`src/rtl/uart_pkg.sv`:
```
// Shared UART-side definitions: byte width, arbiter defaults and state encoding.
package uart_pkg;

    localparam int UART_DW       = 8;
    localparam int DEF_MAX_BURST = 16;

    typedef enum logic [2:0] {
        ST_IDLE      = 3'd0,
        ST_SEND      = 3'd1,
        ST_WAIT_BUSY = 3'd2,
        ST_WAIT_DONE = 3'd3,
        ST_HOLD      = 3'd4
    } arb_state_t;

endpackage

```
`src/rtl/uart_tx_arb_rr_pick.sv`:
```
// Rotating-priority encoder: first asserted request scanning upward from ptr+1
// (mod N); ptr itself has the lowest priority. Purely combinational.
module rr_pick #(
    parameter int N  = 4,
    parameter int PW = 2
) (
    input  logic [N-1:0]  req,
    input  logic [PW-1:0] ptr,
    output logic [PW-1:0] idx,
    output logic          any
);

    logic [PW-1:0] cand;

    // Walk offsets from farthest to nearest so the nearest requester wins last.
    always_comb begin
        idx  = ptr;
        cand = ptr;
        any  = |req;
        for (int k = N; k >= 1; k--) begin
            cand = PW'((int'(ptr) + k) % N);
            if (req[cand]) idx = cand;
        end
    end

endmodule

```
`src/rtl/uart_tx_arb.sv`:
```
// Round-robin arbiter sharing one UART transmitter among N byte-stream clients.
// A grant is held for a whole packet (until last or MAX_BURST bytes), and each
// byte is walked through tx_start -> tx_busy high -> tx_busy low.
module uart_tx_arb
    import uart_pkg::*;
#(
    parameter int N         = 4,
    parameter int MAX_BURST = DEF_MAX_BURST
) (
    input  logic                   clk,
    input  logic                   rst_n,
    input  logic [N-1:0]           req_valid,
    input  logic [N*UART_DW-1:0]   req_data,
    input  logic [N-1:0]           req_last,
    output logic [N-1:0]           req_ready,
    output logic                   tx_start,
    output logic [UART_DW-1:0]     tx_data,
    input  logic                   tx_busy,
    output logic [$clog2(N)-1:0]   grant_id,
    output logic                   grant_active
);

    localparam int GW = $clog2(N);

    arb_state_t                state, state_nxt;
    logic [GW-1:0]             ptr;
    logic [7:0]                burst_cnt;
    logic                      last_seen;
    logic [GW-1:0]             pick_idx;
    logic                      pick_any;
    logic [GW-1:0]             src_id;
    logic [N-1:0][UART_DW-1:0] lane_data;

    for (genvar g = 0; g < N; g++) begin : g_lane
        assign lane_data[g] = req_data[g*UART_DW +: UART_DW];
    end

    rr_pick #(
        .N  (N),
        .PW (GW)
    ) u_pick (
        .req (req_valid),
        .ptr (ptr),
        .idx (pick_idx),
        .any (pick_any)
    );

    // The byte about to be sent comes from the fresh pick in IDLE, else the owner.
    assign src_id = (state == ST_IDLE) ? pick_idx : grant_id;

    // State register.
    always_ff @(posedge clk or negedge rst_n) begin
        if (!rst_n) state <= ST_IDLE;
        else        state <= state_nxt;
    end

    // Next-state logic; WAIT_* ignore req_valid so a client may drop it mid-frame.
    always_comb begin
        state_nxt = state;
        case (state)
            ST_IDLE:      if (pick_any) state_nxt = ST_SEND;
            ST_SEND:      state_nxt = ST_WAIT_BUSY;
            ST_WAIT_BUSY: if (tx_busy) state_nxt = ST_WAIT_DONE;
            ST_WAIT_DONE: if (!tx_busy) state_nxt = last_seen ? ST_IDLE : ST_HOLD;
            ST_HOLD:      if (req_valid[grant_id]) state_nxt = ST_SEND;
            default:      state_nxt = ST_IDLE;
        endcase
    end

    // Registered outputs and grant bookkeeping. ready/start/data are loaded on
    // the edge into SEND so they are all valid during the SEND cycle itself.
    always_ff @(posedge clk or negedge rst_n) begin
        if (!rst_n) begin
            req_ready    <= '0;
            tx_start     <= 1'b0;
            tx_data      <= '0;
            grant_id     <= '0;
            grant_active <= 1'b0;
            ptr          <= GW'(N - 1);
            burst_cnt    <= '0;
            last_seen    <= 1'b0;
        end else begin
            req_ready <= '0;
            tx_start  <= 1'b0;
            if (state_nxt == ST_SEND) begin
                req_ready <= N'(1) << src_id;
                tx_start  <= 1'b1;
                tx_data   <= lane_data[src_id];
            end
            if (state == ST_IDLE && pick_any) begin
                grant_id     <= pick_idx;
                burst_cnt    <= '0;
                grant_active <= 1'b1;
            end
            if (state == ST_SEND) begin
                // Compare in 9 bits so MAX_BURST=255 cannot alias on wrap.
                last_seen <= req_last[grant_id] |
                             (({1'b0, burst_cnt} + 9'd1) == 9'(MAX_BURST));
                burst_cnt <= burst_cnt + 8'd1;
            end
            if (state == ST_WAIT_DONE && !tx_busy && last_seen) begin
                ptr          <= grant_id;
                grant_active <= 1'b0;
            end
        end
    end

endmodule

```
`config.mk`:
```
export PLATFORM = sky130hd
export DESIGN_NAME = uart_tx_arb
export DESIGN_NICKNAME = d
export VERILOG_FILES = /design/src/rtl/uart_pkg.sv /design/src/rtl/uart_tx_arb_rr_pick.sv /design/src/rtl/uart_tx_arb.sv
export SDC_FILE = /design/constraint.sdc
export NUM_CORES = 1
export LEC_CHECK = 0
export ABC_CLOCK_PERIOD_IN_PS = 5050
export CAP_MARGIN = 40
export CORE_MARGIN = 2
export CORE_UTILIZATION = 50
export DETAILED_ROUTE_END_ITERATION = 8
export PLACE_DENSITY_LB_ADDON = 0.15
export SLEW_MARGIN = 20
export SYNTH_ARGS = -nofsm -noshare
export SYNTH_HDL_FRONTEND = slang
export SYNTH_HIERARCHICAL = 1
export SYNTH_SLANG_ARGS = --single-unit
export TNS_END_PERCENT = 1
```
`constraint.sdc`:
```
create_clock -name clk -period 5.05 [get_ports clk]
set_clock_uncertainty 0.1 [all_clocks]
set_input_delay 1.01 -clock clk [delete_from_list [all_inputs] [get_ports clk]]
set_output_delay 1.01 -clock clk [all_outputs]
set_load 0.01 [all_outputs]
```
# Yosys cells after proc, flatten, opt, wreduce, memory -nomap -nowiden
# Cells that the tools add are included.
# op_classes
add_sub_neg	6
order_cmp	6
eq_ne	6
shift	1
mux	31
bitwise	1
n_reduce_logical	8
# op_table
op	count
$mux 8	3
$lt 2x3->1 const B	6
$bmux 8 s2	1
$mux 3	5
$pmux 3 s5	1
$bmux 1 s2	6
$mux 2	5
$add 8x1->9 const B	1
$eq 9x5->1 const B	1
$mux 1	9
$add 8x1->8 const B	1
$eq 3x1->1 const B	2
$eq 3x2->1 const B	2
$add 2x1->2 const B	2
$add 2x2->2 const B	2
$mux 4	1
$reduce_bool 2->1	2
$reduce_or 4->1	1
$shl 1x2->4 const A	1
$eq 3x3->1 const B	1
$logic_and 1x1->1	3
$logic_not 3->1	1
$logic_not 1->1	1
$or 1x1->1	1
# totals
regBits	30
in_bits	43
word_cells	68

# Depth between registers and ports, before layout
# Gate-level depths: netlist (run 1).
# logic_depth
ltp_word	10
depth_mapped	9
mapped_depth_nobuf	7

# Hierarchy
# The synthesis (run 1) kept the hierarchy.
# by_module_without_submodules
mod	n_inst	cells_per_inst	area_per_inst_um2	seq_area_each_um2
uart_tx_arb	1	165	1736.7	753.2
rr_pick	1	12	86.3	0.0

# Worst setup path after synthesis (run 1)
# OpenSTA, ideal clock, no wires.
# synth_timing
kind	input to register
from	input port req_valid[1]
to	register tx_data[7]
arrival_ns	2.560
required_ns	4.825
path_slack_ns	2.265
cell_stages	9
cell_sequence	mux2_4 a21oi_2 o21ai_1 or4b_1 clkbuf_1 and2_1 buf_2 a32oi_1 mux2_4
# synth_via
elab_chain_cells	9
# synth_rtl
element	line_no	text
from (decl)	uart_tx_arb.sv:12	input logic [N-1:0] req_valid,
$bmux 1 s2	uart_tx_arb_rr_pick.sv:22	if (req[cand]) idx = cand;
$mux 1 (not written as such)	uart_tx_arb_rr_pick.sv:22	
$mux 2 (3 in series)	uart_tx_arb_rr_pick.sv:22	
$mux 2 *	uart_tx_arb_rr_pick.sv:22	
via pick_idx[0]	uart_tx_arb.sv:29	logic [GW-1:0] pick_idx;
$mux 2 *	uart_tx_arb.sv:49	assign src_id = (state == ST_IDLE) ? pick_idx : grant_id;
$bmux 8 s2 *	uart_tx_arb.sv:88	tx_data <= lane_data[src_id];
$mux 8 (not written as such) *	uart_tx_arb.sv:88	
to (signal assigned)	uart_tx_arb.sv:88	
to (decl)	uart_tx_arb.sv:17	output logic [UART_DW-1:0] tx_data,
# Mark *: on every way through the listed nets, which the timed path passes. The rest lies on a longest branch. The select of a mux whose other input is x is not followed.
# A chain may end at the register's enable or synchronous reset.

# Final worst setup path (run 1)
# layout_timing
from	input port req_valid[3]
to	register tx_data[6]
# The elaborated chain is that of the path after synthesis.

==> results.json, run 1 <==
{
  "synth.avg_cell_area_sq_um": 10.3,
  "num_io_pins": 59,
  "vdd_drop_max_v": 0.000376,
  "hold_path_startpoint": "last_seen",
  "dr_total_vias": 1718,
  "r2r_end": "tx_data[6]",
  "cp-end-kind": "flip-flop",
  "yosysSeqAreaShare_pct": 41.3,
  "timing.setup.tns_ns": 0,
  "pwr-share-clk_pct": 17.8,
  "place_hpwl_um": 3330,
  "intPower_w": 0.000892,
  "dr.pass1.iters": 4,
  "gp_congestion": 0.853,
  "io_buffers": 58,
  "drc_errors": 0,
  "clkSlewWorstSetupHoldPaths_ns": 0.11,
  "yosys_warnings": 6,
  "yosys.area.top_type": "dfrtp_1",
  "critPathRequiredTime_ns": 5.24,
  "viasPerCell": 6.11,
  "clock.fmax_ghz": 0.306,
  "synthFlopType": "dfrtp_1",
  "syn_inst": 177,
  "syn_to_final_growth_pct": 38.3,
  "finalSetupViolations": 0,
  "holdPathStages": 1,
  "start_kind": "input port",
  "arrival_ns": 3.46,
  "start_util_pct": 53.4,
  "wire_per_inst_um": 17.0,
  "maxSlewHeadroom_pct": 54.5,
  "rsz0062_at_grt": "false",
  "antennaDiodeCount": 0,
  "gr-total-overflow": 0,
  "switching_share_pct": 39.0,
  "cts_tree": "yes",
  "period_share_pct": 64.7,
  "synth_seq_cells": 30,
  "grt_use_total_pct": 25.0,
  "die_area_sq_um": 4140,
  "holdCritPathClass": "flip-flop to flip-flop",
  "synth_area_sq_um": 1820,
  "path_max_fanout": 12,
  "core-area_sq_um": 3420,
  "tightestPinTransition_ns": 0.683,
  "clock-sinks": 30,
  "clkLatencyLatePin_ns": 0.34,
  "status": "finished clean",
  "htreeDepth": 2,
  "finalMaxSlewViolations": 0,
  "synth-async-reset-ratio_pct": 100,
  "synth_edf_count": 0,
  "period_minus_slack_ns": 3.27,
  "antenna_found_initial": 0,
  "powerDensity_nw_per_um2": 580,
  "die_x_um": 64.4,
  "post-route-util_pct": 73.8,
  "p_comb_share_pct": 50.8,
  "p_switching_w": 0.000570,
  "drt_iter0_drc": 142,
  "clock-root-buffer": "clkbuf_4",
  "regToRegSetupSlack_ns": 2.41,
  "post_cts.repair.setup_buffers": 0,
  "cap_violations": 0,
  "grt_max_degree": 31,
  "wirelength_um": 4770,
  "postCtsHoldBufs": 0,
  "rr_worst_depth": 7,
  "timing.rr.start": "ptr[1]",
  "nets": 278,
  "crit_type": "input port to flip-flop",
  "final_common_cell": "clkdlybuf4s50_1",
  "cts_resized": 0,
  "num_rows": 21,
  "grt_pass1_vias": 1621,
  "grt_pass1_wl_um": 7960,
  "drive_above_1_share_pct": 16.6,
  "final_hold_viol_count": 0,
  "hold_end": "state[2]",
  "clockBufferDepth": 2,
  "cts_made_buffers": 5,
  "synth_cell_types": 47,
  "syn_nets": 221,
  "synth_area_leaders": "dfrtp_1 (38%), o21ai_0 (7.7%), a32oi_1 (7.2%)",
  "final_cell_mix": "clkdlybuf4s50_1 (58), o21ai_0 (28), dfrtp_1 (28)",
  "drtAntennaViolNets": 0,
  "placedCellCount": 271,
  "yosysTopAreaCellShare_pct": 38.4,
  "seq_power_share_pct": 31.4,
  "fin_cells": 281,
  "die_height_um": 64.4,
  "p_leak_nw": 0.976
}
worst max-delay path, stage by stage:
cell and delay [ns]:
clkdlybuf4s50_1 0.54, nor3b_1 0.30, a21oi_2 0.05, o21ai_1 0.10, or4b_1 0.64, and2_1 0.37, a32oi_1 0.27, mux2_2 0.18
power by group through the flow:
stage | clock network, W | logic, W | registers, W
after floorplan | 0 | 0.000522 | 0.000435
after global placement | 0 | 0.000707 | 0.000454
after CTS | 0.000263 | 0.000736 | 0.000459
after detailed placement | 0 | 0.000733 | 0.000463
final | 0.000260 | 0.000743 | 0.000459
after global routing | 0.000276 | 0.000816 | 0.000475
area by class of cell:
cell class,instances,area (sq um)
Multi-Input combinational cell,132,982
Fill cell,255,895
Sequential cell,30,753
Timing Repair Buffer,63,609
Clock inverter,2,60.1
Tap cell,46,57.6
Clock buffer,6,51.3
Inverter,2,7.51
per-layer routing:
layer	wire (um)	vias up	GRT usage (%)
met3	357	9	6.69
met1	2060	834	31.3
met5	0	-	0
met4	84	0	8.78
met2	2270	70	41.7
li1	-	805	-
state kept, by name (all words and copies together), names as in the netlist:
signal	count
tx_data	8
ptr	2
last_seen	1
burst_cnt	8
grant_active	1
state	3
tx_start	1
req_ready	4
grant_id	2
synthesized netlist by cell type, types with 2 or more instances:
| cell type | number |
|---|---|
| a21oi_1 | 4 |
| a31oi_1 | 2 |
| a32oi_1 | 15 |
| and2_1 | 2 |
| and3_1 | 3 |
| buf_2 | 4 |
| buf_6 | 3 |
| clkbuf_1 | 5 |
| dfrtp_1 | 28 |
| dfstp_2 | 2 |
| inv_1 | 2 |
| mux2_2 | 11 |
| mux2_4 | 2 |
| mux2i_1 | 2 |
| mux4_2 | 2 |
| nand2_1 | 10 |
| nand2b_1 | 2 |
| nand3_1 | 11 |
| nand4_1 | 2 |
| nor2_1 | 6 |
| nor3_1 | 2 |
| nor3b_1 | 4 |
| o21ai_0 | 28 |
| o31ai_4 | 2 |
cell families (layout without fill, tap and decap cells):
group,count (synthesis),count (layout),synth area share [%]
adder cells (fa/ha/maj),1,1,0.686
AO/OA/AOI/OAI,61,61,23.7
XOR/XNOR,1,1,0.481
buffers and inverters,15,73,4.80
AND/OR/NAND/NOR,52,52,17.0
flip-flops,30,30,41.3
multiplexers,17,17,12.0
worst max-delay path by stage:
stage                 start         end  slack, ns  cells after the start
6_report       req_valid[3]  tx_data[6]       1.78                      8
2_1_floorplan  req_valid[1]  tx_data[7]       2.27                      9
3_3_place_gp   req_valid[1]  tx_data[6]       1.48                      8
4_1_cts        req_valid[3]  tx_data[6]       1.82                      8
3_5_place_dp   req_valid[3]  tx_data[6]       1.48                      8
5_1_grt        req_valid[3]  tx_data[6]       1.64                      8
stage by stage:
stage          area [sq um]  worst slack, ns  hold WS (ns)  total power (W)
4_1_cts                2510             1.82         0.408          0.00146
3_3_place_gp           2390             1.48         0.381          0.00116
5_1_grt                2520             1.64         0.435          0.00157
2_1_floorplan          1820             2.27         0.365         0.000957
3_5_place_dp           2400             1.48         0.396          0.00120
6_report               2520             1.78         0.399          0.00146
Power figures use the tool's default switching activity.
==> run 2, diff against run 1 <==
ABC_CLOCK_PERIOD_IN_PS = 2700   (was 5050)
CORE_UTILIZATION = 42   (was 50)
clock period = 2.7 ns   (was 5.05 ns; I/O delays follow)
==> run 2 against run 1 <==
  * First-iteration DRC count shrank 23%
  * Design area rose by 3.2%
  * Hold slack better by 0.0091 ns
  * Power up 85%
  * Worst setup slack got worse by 1.7 ns
  * Largest cell class unchanged
  * Global-route usage fell by 4.3 points
  * Critical path depth up 1
  * Cell count is 4.6% higher
  * Largest power group unchanged
  * Clock-buffer cell count did not move
  * Flip-flop and latch count is the same
==> results.json, run 2 (synthesis results as in run 1) <==
{
  "drtAntennaViolNets": 0,
  "antennaDiodeCount": 0,
  "vdd_drop_max_v": 0.000600,
  "postCtsHoldBufs": 0,
  "syn_to_final_growth_pct": 42.7,
  "wirelength_um": 4840,
  "final_hold_viol_count": 0,
  "multi_input_area_sq_um": 1000,
  "grt_use_total_pct": 20.7,
  "regToRegSetupSlack_ns": 0.26,
  "grt_pass1_wl_um": 8050,
  "drive_above_1_share_pct": 20.9,
  "timing.rr.start": "ptr[1]",
  "status": "finished clean",
  "gp_congestion": 0.858,
  "fin_area_sq_um": 2600,
  "clockBufferDepth": 2,
  "clock-sinks": 30,
  "drc_errors": 0,
  "die_height_um": 69.9,
  "hold_end": "tx_data[2]",
  "start_kind": "input port",
  "r2r_end": "tx_data[2]",
  "maxSlewHeadroom_pct": 55.4,
  "grt_max_degree": 31,
  "start_util_pct": 44.6,
  "pre_cts_slack_ns": -0.230,
  "num_rows": 23,
  "dr_total_vias": 1724,
  "cap_violations": 0,
  "rr_worst_depth": 7,
  "drt_iter0_drc": 110,
  "tightestPinTransition_ns": 0.669,
  "crit_type": "input port to flip-flop",
  "fillers": 317,
  "viasPerCell": 5.86,
  "path_max_fanout": 4,
  "cts_tree": "yes",
  "period_share_pct": 96.3,
  "antenna_found_initial": 0,
  "post_cts.repair.setup_buffers": 0,
  "nets": 287,
  "finalMaxSlewViolations": 0,
  "gr-total-overflow": 0,
  "rsz0062_at_grt": "false",
  "clkSlewWorstSetupHoldPaths_ns": 0.06,
  "die_x_um": 69.9,
  "clkLatencyLatePin_ns": 0.28,
  "cts_resized": 0,
  "core-area_sq_um": 4090,
  "final_cell_mix": "clkdlybuf4s50_1 (58), o21ai_0 (28), dfrtp_1 (28)",
  "fin_cells": 294,
  "arrival_ns": 2.67,
  "final_common_cell": "clkdlybuf4s50_1",
  "clock.fmax_ghz": 0.385,
  "die_area_sq_um": 4880,
  "cp-end-kind": "flip-flop",
  "num_io_pins": 59,
  "cts_made_buffers": 5,
  "place_hpwl_um": 3440,
  "dr.pass1.iters": 4,
  "powerDensity_nw_per_um2": 1040,
  "post_dp_cell_area_sq_um": 2480,
  "finalSetupViolations": 0,
  "holdPathStages": 1,
  "total_power_w": 0.00271,
  "wire_per_inst_um": 16.5,
  "register_area_sq_um": 753,
  "htreeDepth": 2,
  "period_minus_slack_ns": 2.60,
  "io_buffers": 58,
  "reg.largest.list": "burst_cnt (8), tx_data (8), req_ready (4)",
  "critPathRequiredTime_ns": 2.77,
  "placedCellCount": 285,
  "p_leak_nw": 1.01,
  "grt_pass1_vias": 1678,
  "holdCritPathClass": "flip-flop to flip-flop",
  "post-route-util_pct": 63.7,
  "hold_path_startpoint": "tx_data[2]",
  "setup_slack_ns": 0.0996,
  "clock-root-buffer": "clkbuf_8"
}
==> run 2: power breakdown <==
group	switching [W]	internal, W	total (W)	leakage, nW
clock network	0.000175	0.000205	0.000380	0.0472
logic	0.000668	0.000793	0.00146	0.590
registers	0.000234	0.000632	0.000866	0.375
==> run 2: worst max path at each step <==
stage                 startpoint         end  slack, ns  depth (start not counted)
floorplan                 ptr[1]  tx_data[7]       0.31                          9
global placement    req_valid[1]  tx_data[1]      -0.19                          6
detailed placement  req_valid[3]  tx_data[4]      -0.23                          9
CTS                 req_valid[3]  tx_data[4]       0.08                          9
global route        req_valid[1]  tx_data[6]      0.009                          8
finish              req_valid[1]  tx_data[5]        0.1                          9
==> run 2: cell type report <==
type,count,share of cell area (%)
Timing Repair Buffer,71,26.1
Clock buffer,6,3.17
Tap cell,50,2.41
Multi-Input combinational cell,133,38.6
Clock inverter,2,0.481
Inverter,2,0.289
Sequential cell,30,29.0
==> run 2: worst max-delay path: stages <==
cell	delay, ns
clkdlybuf4s50_1	0.55
mux2_4	0.18
a21oi_2	0.05
o21ai_1	0.13
or4b_1	0.51
buf_4	0.18
a32oi_1	0.15
a32oi_1	0.09
mux2_2	0.29
==> run 2: stage by stage <==
stage | TNS [ns] | hold WS, ns
2_1_floorplan | 0 | 0.144
3_3_place_gp | -1.46 | 0.383
3_5_place_dp | -1.79 | 0.400
4_1_cts | 0 | 0.414
5_1_grt | 0 | 0.418
6_report | 0 | 0.408
==> run 2: layer usage <==
layer  share of wire (%)  track usage, %
met5                   0               0
met4                 1.3            6.84
met3                 8.5            6.49
met2                  46            32.5
met1                  45            27.3
==> run 3, diff against run 2 <==
GPL_ROUTABILITY_DRIVEN = 0   (was not set)
==> run 3 against run 2 <==
  * Combinational power barely moved
  * Global-route usage up 0.70 points
  * Critical path depth fell by 1
  * Sequential share of layout area barely moved
  * Critical path type unchanged
  * Fmax fell by 0.19%
  * Hold slack worse by 0.014 ns
  * Largest cell class unchanged
  * Non-clock buffer count stayed put
  * First-iteration DRC count up 25%
  * Die area unchanged
  * Core utilization increased by 0.092 points
  * Highest routed layer unchanged
  * Via count up 1.0%
==> results.json, run 3 (synthesis results as in run 1) <==
{
  "clkLatencyLatePin_ns": 0.29,
  "hold_path_startpoint": "last_seen",
  "clockBufferDepth": 2,
  "switching_share_pct": 40.0,
  "antennaDiodeCount": 0,
  "clock-root-buffer": "clkbuf_8",
  "final_common_cell": "clkdlybuf4s50_1",
  "place_hpwl_um": 3500,
  "path_cells": "clkdlybuf4s50_1 > buf_4 > a31oi_1 > a21oi_2 > or4b_4 > a32oi_1 > a32oi_1 > mux2_2",
  "cp-end-kind": "flip-flop",
  "cts_tree": "yes",
  "vdd_drop_max_v": 0.000530,
  "drive_above_1_share_pct": 21.3,
  "period_share_pct": 96.5,
  "num_io_pins": 59,
  "cp_slowest_cell": "or4b_4",
  "clkSlewWorstSetupHoldPaths_ns": 0.07,
  "core-area_sq_um": 4090,
  "cpMostUsedCell": "a32oi_1",
  "path_max_fanout": 9,
  "grt_use_total_pct": 21.4,
  "p_comb_share_pct": 54.2,
  "slowest_delay_ns": 0.56,
  "htreeDepth": 2,
  "drt_iter0_drc": 137,
  "grt_pass1_vias": 1716,
  "die_area_sq_um": 4880,
  "p_switching_w": 0.00109,
  "status": "finished clean",
  "drtAntennaViolNets": 0,
  "period_minus_slack_ns": 2.61,
  "maxSlewHeadroom_pct": 57.5,
  "die_height_um": 69.9,
  "startpoint": "req_valid[3]",
  "post_dp_cell_area_sq_um": 2480,
  "finalMaxSlewViolations": 0,
  "pwr-share-clk_pct": 14.1,
  "final_hold_viol_count": 0,
  "tightestPinTransition_ns": 0.638,
  "antenna_found_initial": 0,
  "drc_errors": 0,
  "hold_ws_ns": 0.394,
  "finalSetupViolations": 0,
  "total_power_w": 0.00273,
  "grt_pass1_wl_um": 8400,
  "io_buffers": 58,
  "powerDensity_nw_per_um2": 1050,
  "cap_violations": 0,
  "grt_max_degree": 31,
  "wirelength_um": 4930,
  "final_cell_mix": "clkdlybuf4s50_1 (58), o21ai_0 (28), dfrtp_1 (28)",
  "rsz0062_at_grt": "false",
  "clock-sinks": 30,
  "cts_made_buffers": 5,
  "viasPerCell": 5.93,
  "fin_area_sq_um": 2610,
  "die_x_um": 69.9,
  "num_rows": 23,
  "holdCritPathClass": "flip-flop to flip-flop",
  "wire_per_inst_um": 16.8,
  "dr_total_vias": 1742,
  "crit_type": "input port to flip-flop",
  "dr.pass1.iters": 4,
  "intPower_w": 0.00163,
  "critPathRequiredTime_ns": 2.78,
  "gr-total-overflow": 0,
  "start_kind": "input port",
  "seq_power_share_pct": 31.8,
  "timing.setup.tns_ns": 0,
  "start_util_pct": 44.6,
  "post-route-util_pct": 63.7,
  "timing.rr.start": "ptr[1]",
  "syn_to_final_growth_pct": 42.9,
  "nets": 287,
  "arrival_ns": 2.68,
  "reg.largest.list": "burst_cnt (8), tx_data (8), req_ready (4)",
  "clock.fmax_ghz": 0.384,
  "p_leak_nw": 1.01
}
-- run 3: power by group through the flow --
stage / sequential, W / combinational (W) / clock, W
CTS: 0.000856 / 0.00145 / 0.000394
floorplan: 0.000814 / 0.000977 / 0
detailed placement: 0.000865 / 0.00145 / 0
global placement: 0.000851 / 0.00140 / 0
finish: 0.000866 / 0.00148 / 0.000384
global route: 0.000901 / 0.00160 / 0.000424
-- run 3: routing by layer --
layer / vias to the layer above / GRT usage [%] / part of all wire (%) / wire [um]
met1: 839 / 28.3 / 46 / 2270
met5: - / 0 / 0 / 0
li1: 825 / - / - / -
met2: 71 / 33.3 / 45 / 2220
met4: 0 / 6.62 / 1.4 / 68
met3: 7 / 7.36 / 7.7 / 381
-- run 3: final timing paths --
kind	end	slack, ns	depth (start not counted)
max	tx_data[4]	0.09	8
min	state[2]	0.39	1
max reg2reg	tx_data[2]	0.24	7
min reg2reg	state[2]	0.39	1
max in group asynchronous	ptr[0]	1.64	2
min in group asynchronous	burst_cnt[7]	0.54	2
-- run 3: timing repair --
action | in CTS | in global routing
buffers inserted | 0 | 0
setup endpoints to repair | 0 | 8
gates resized for setup | 0 | 4
hold buffers | 0 | 0
-- run 3: final cells by class --
class,count,area (sq um)
Fill cell,321,1480
Multi-Input combinational cell,133,1010
Sequential cell,30,753
Timing Repair Buffer,71,678
Clock buffer,6,82.6
Tap cell,50,62.6
Clock inverter,2,12.5
Inverter,2,7.51
-- run 3: metrics by stage --
stage,worst slack (ns),std cells
2_1_floorplan,0.310,177
3_3_place_gp,-0.202,284
3_5_place_dp,-0.218,285
4_1_cts,0.0845,293
5_1_grt,0.00271,294
6_report,0.0947,294
-- run 3: worst max-delay path, delay by kind of cell --
kind / cells / cell delay [ns]
muxes: 1 / 0.29
AOI/OAI and AO/OA: 4 / 0.62
buffers and inverters: 2 / 0.67
and+or+nand+nor: 1 / 0.56
==> RTL change 1: new RTL, flow settings as in run 1 <==
`N` is set to 4 in 2 places; all go to 2.
--- a/src/rtl/uart_tx_arb_rr_pick.sv
+++ b/src/rtl/uart_tx_arb_rr_pick.sv
@@ -1,7 +1,7 @@
 // Rotating-priority encoder: first asserted request scanning upward from ptr+1
 // (mod N); ptr itself has the lowest priority. Purely combinational.
 module rr_pick #(
-    parameter int N  = 4,
+    parameter int N  = 2,
     parameter int PW = 2
 ) (
     input  logic [N-1:0]  req,
--- a/src/rtl/uart_tx_arb.sv
+++ b/src/rtl/uart_tx_arb.sv
@@ -4,7 +4,7 @@
 module uart_tx_arb
     import uart_pkg::*;
 #(
-    parameter int N         = 4,
+    parameter int N         = 2,
     parameter int MAX_BURST = DEF_MAX_BURST
 ) (
     input  logic                   clk,
Ports: changed (5 resized); port bits go from 59 to 36. The function was not compared with the original's and may differ.
==> RTL change 1 against run 1 <==
  * Sequential share of layout area is 5.7 points higher
  * Fmax rose by 12%
  * First-iteration DRC count decreased by 61%
  * Global-route usage decreased by 3.6 points
  * Power is 38% lower
  * Synthesized area is 21% lower
  * Via count down 31%
  * Routed wire length is 35% lower
  * Cell area shrank 27%
  * Die area is 20% lower
  * Worst setup slack better by 0.35 ns
  * Critical path depth fell by 7
  * Sequential cell count down 4
  * Largest power group unchanged
==> RTL change 1: results (changes against run 1) <==
Clk pin slew, worst setup/hold paths 0.13 ns (was 0.11 ns); switching component of the power 345 uW (was 570 uW); drt initial violations 56 (was 142); final WL 3120 microns (was 4770 microns); GRT Util Overall 0.214 (was 0.250); GPL Wtd Cong 0.788 (was 0.853); R2R Setup Slk 2.76 ns (was 2.41 ns); Port Buffers 35 (was 58); r2r endpoint tx_data[2] (was tx_data[6]); Crit path max-delay family flip-flops (was simple AND/OR/NAND/NOR gates); most common library cells after synthesis dfrtp_1 (25), a21oi_1 (13), mux2i_1 (12) (was dfrtp_1 (28), o21ai_0 (28), a32oi_1 (15)); Synth area leaders dfrtp_1 (43%), mux2i_1 (8.3%), mux2_2 (7.8%), nor2b_1 (4.8%), a211oi_1 (4.7%) (was dfrtp_1 (38%), o21ai_0 (7.7%), a32oi_1 (7.2%), mux2_2 (6.8%), nand3_1 (3.0%)); VDD IR max 0.382 mV (was 0.376 mV); share of layout cells above drive strength 1 0.102 (was 0.166); Hold Path Depth 1 (unchanged); r2r startpoint grant_id (was ptr[1]); crit path DAT 1.80 ns (was 3.46 ns); Worst R2R Path Depth 4 (was 7); Power Clock 88.8 uW (was 260 uW); Seq. pwr 374 uW (was 459 uW); fraction of the yosys area taken by sequential cells 0.452 (was 0.413); critical-path maximum fanout 22 (was 12); Worst path max stage delay 0.83 ns (was 0.64 ns); DP HPWL 2270 microns (was 3330 microns); pin count of the biggest net entering global routing 27 (was 31); worst slew pin tran 0.715 ns (was 0.683 ns); number of global-route vias before repair 1,258 (was 1,621); status finished, final reports clean (unchanged); CP max stage cell dfrtp_1 (was or4b_1); wire length of the first global-routing pass 5600 microns (was 7960 microns); H-tree depth reported by CTS 1 (was 2); Diodes inserted 0 (unchanged); Nets 202 (was 278); clock buffer count from CTS 3 (was 5); Lkg Pwr 0.000768 uW (was 0.000976 uW); post-synth net total 168 (was 221); clk_lat worst skew 0.31 ns (was 0.34 ns); async set or reset register ratio after synthesis 1.00 (unchanged); Largest regs burst_cnt x8, tx_data x8, state x3 (was burst_cnt x8, tx_data x8, req_ready x4); Netlist cell types 33 (was 47); via count 1,192 (was 1,718); register share of total power 0.409 (was 0.314)
-- RTL change 1: per-stage QoR --
| stage | setup WS, ns | hold slack (ns) | std cells | instance area, sq um |
|---|---|---|---|---|
| 3_3_place_gp | 1.77 | 0.388 | 202 | 1790 |
| 3_5_place_dp | 2.00 | 0.385 | 204 | 1810 |
| 5_1_grt | 2.04 | 0.445 | 208 | 1830 |
| 6_report | 2.14 | 0.421 | 208 | 1830 |
| 4_1_cts | 2.14 | 0.411 | 208 | 1830 |
| 2_1_floorplan | 2.91 | 0.349 | 144 | 1440 |
-- RTL change 1: area by class of cell --
| type | count | area [sq um] |
|---|---|---|
| Tap cell | 31 | 38.8 |
| Sequential cell | 26 | 652 |
| Timing Repair Buffer | 38 | 373 |
| Clock buffer | 4 | 26.3 |
| Fill cell | 241 | 926 |
| Inverter | 2 | 7.51 |
| Multi-Input combinational cell | 107 | 734 |
-- RTL change 1: kinds of logic after synthesis --
group                      Yosys count  synth area share
muxes                               22             0.161
DFF                                 26             0.452
buffers and inverters               11            0.0390
adders and majority gates            1           0.00867
and+or+nand+nor                     43             0.167
AOI/OAI and AO/OA                   41             0.172
-- RTL change 1: how the worst max path moves through the flow --
stage | cells past startpoint | to | slack, ns | start
2_1_floorplan | 5 | tx_data[0] | 2.91 | req_valid[1]
6_report | 1 | grant_id | 2.14 | grant_id
4_1_cts | 1 | grant_id | 2.14 | grant_id
5_1_grt | 1 | grant_id | 2.04 | grant_id
3_5_place_dp | 7 | tx_data[0] | 2.00 | req_valid[1]
3_3_place_gp | 6 | tx_data[6] | 1.77 | req_valid[1]
-- RTL change 1: per-layer routing --
metal / share of wire / GRT usage
met1: 0.45 / 0.279
met2: 0.50 / 0.372
met3: 0.045 / 0.0246
met4: 0.0055 / 0.0731
met5: 0 / 0
==> RTL change 2: new RTL, flow settings as in run 1 <==
Made on the original files. Re-encode `arb_state_t` (5 states) as one-hot, 5 bits wide.
--- a/src/rtl/uart_pkg.sv
+++ b/src/rtl/uart_pkg.sv
@@ -4,12 +4,12 @@
     localparam int UART_DW       = 8;
     localparam int DEF_MAX_BURST = 16;
 
-    typedef enum logic [2:0] {
-        ST_IDLE      = 3'd0,
-        ST_SEND      = 3'd1,
-        ST_WAIT_BUSY = 3'd2,
-        ST_WAIT_DONE = 3'd3,
-        ST_HOLD      = 3'd4
+    typedef enum logic [4:0] {
+        ST_IDLE      = 5'b00001,
+        ST_SEND      = 5'b00010,
+        ST_WAIT_BUSY = 5'b00100,
+        ST_WAIT_DONE = 5'b01000,
+        ST_HOLD      = 5'b10000
     } arb_state_t;
 
 endpackage
Formal check against the unedited RTL: no difference found for any inputs over 10 cycles, from zero or initial values and one cycle with rst_n low; not proved beyond that.
==> RTL change 2 against run 1 <==
  * Hold slack about the same
  * Die area increased by 6.2%
  * Sequential cell count increased by 2
  * Routed wire length increased by 8.7%
  * Synthesized area increased by 6.6%
  * Worst setup slack improved by 0.13 ns
  * Cell area increased by 4.4%
  * Combinational power decreased by 4.4%
  * Power decreased by 7.0%
  * Critical path type unchanged
  * Largest power group unchanged
  * Highest routed layer unchanged
==> RTL change 2: results (changes against run 1) <==
share of layout cells above drive strength 1 0.113 (was 0.166); wire length of the first global-routing pass 8250 microns (was 7960 microns); M2 GR Usage 0.398 (was 0.417); Metal-1 WL 2350 microns (was 2060 microns); placed standard-cell area 0.00254 sq mm (was 0.00240 sq mm); drt initial violations 115 (was 142); status finished, final reports clean (unchanged); post-synthesis mux area share 0.0612 (was 0.120); pin count of the biggest net entering global routing 33 (was 31); Root Buffer clkbuf_8 (was clkbuf_4); fill count 313 (was 255); most common library cells after synthesis o21ai_0 (43), dfrtp_1 (29), nor2_1 (18) (was dfrtp_1 (28), o21ai_0 (28), a32oi_1 (15)); post-synth net total 251 (was 221); Largest regs burst_cnt x8, tx_data x8, state x5 (was burst_cnt x8, tx_data x8, req_ready x4); GPL Wtd Cong 0.848 (was 0.853); metal3 WL 378 microns (was 357 microns); comb pwr 710 uW (was 743 uW); VDD IR max 0.276 mV (was 0.376 mV); drt wl/cell 16.6 microns (was 17.0 microns); Seq. pwr 443 uW (was 459 uW); number of global-route vias before repair 1,740 (was 1,621); clk_lat worst skew 0.28 ns (was 0.34 ns); fraction of the yosys area taken by sequential cells 0.414 (was 0.413); switching component of the power 560 uW (was 570 uW); met2 WL 2400 microns (was 2270 microns); CP max stage cell clkdlybuf4s50_1 (was or4b_1); crit path DAT 3.24 ns (was 3.46 ns); Synth Area in Compound Gates 0.251 (was 0.237); critical-path maximum fanout 9 (was 12); Clk pin slew, worst setup/hold paths 0.07 ns (was 0.11 ns); final WL 5190 microns (was 4770 microns)
-- RTL change 2: cell types whose count changed in the layout (fill, tap and decap cells not counted), moves of 5 or more --
cell             run 1  this run
clkbuf_4             5         0
a32oi_1             15         0
nor2_1               6        18
o21ai_0             28        43
mux2_2              11         4
clkbuf_8             1         6
nand3_1             11         3
and3_1               3        12
a31oi_1              2        12
-- RTL change 2: final timing paths --
kind / to / slack, ns / cells after the start
worst max-delay path: tx_data[3] / 1.91 / 8
worst min-delay path: state[4] / 0.40 / 1
worst max register to register: tx_data[3] / 2.55 / 7
worst min register to register: state[4] / 0.40 / 1
max in group asynchronous: ptr[1] / 3.48 / 2
min in group asynchronous: state[3] / 1.02 / 2
-- RTL change 2: area by class of cell --
class                      count  area, sq um  share of cell area
clock inverter                 2         10.0             0.00380
multi-input combinational    160         1060               0.404
clock buffer                   6         82.6              0.0314
timing repair buffer          60          593               0.225
tap                           48         60.1              0.0228
inverter                       5         18.8             0.00713
sequential                    32          805               0.306
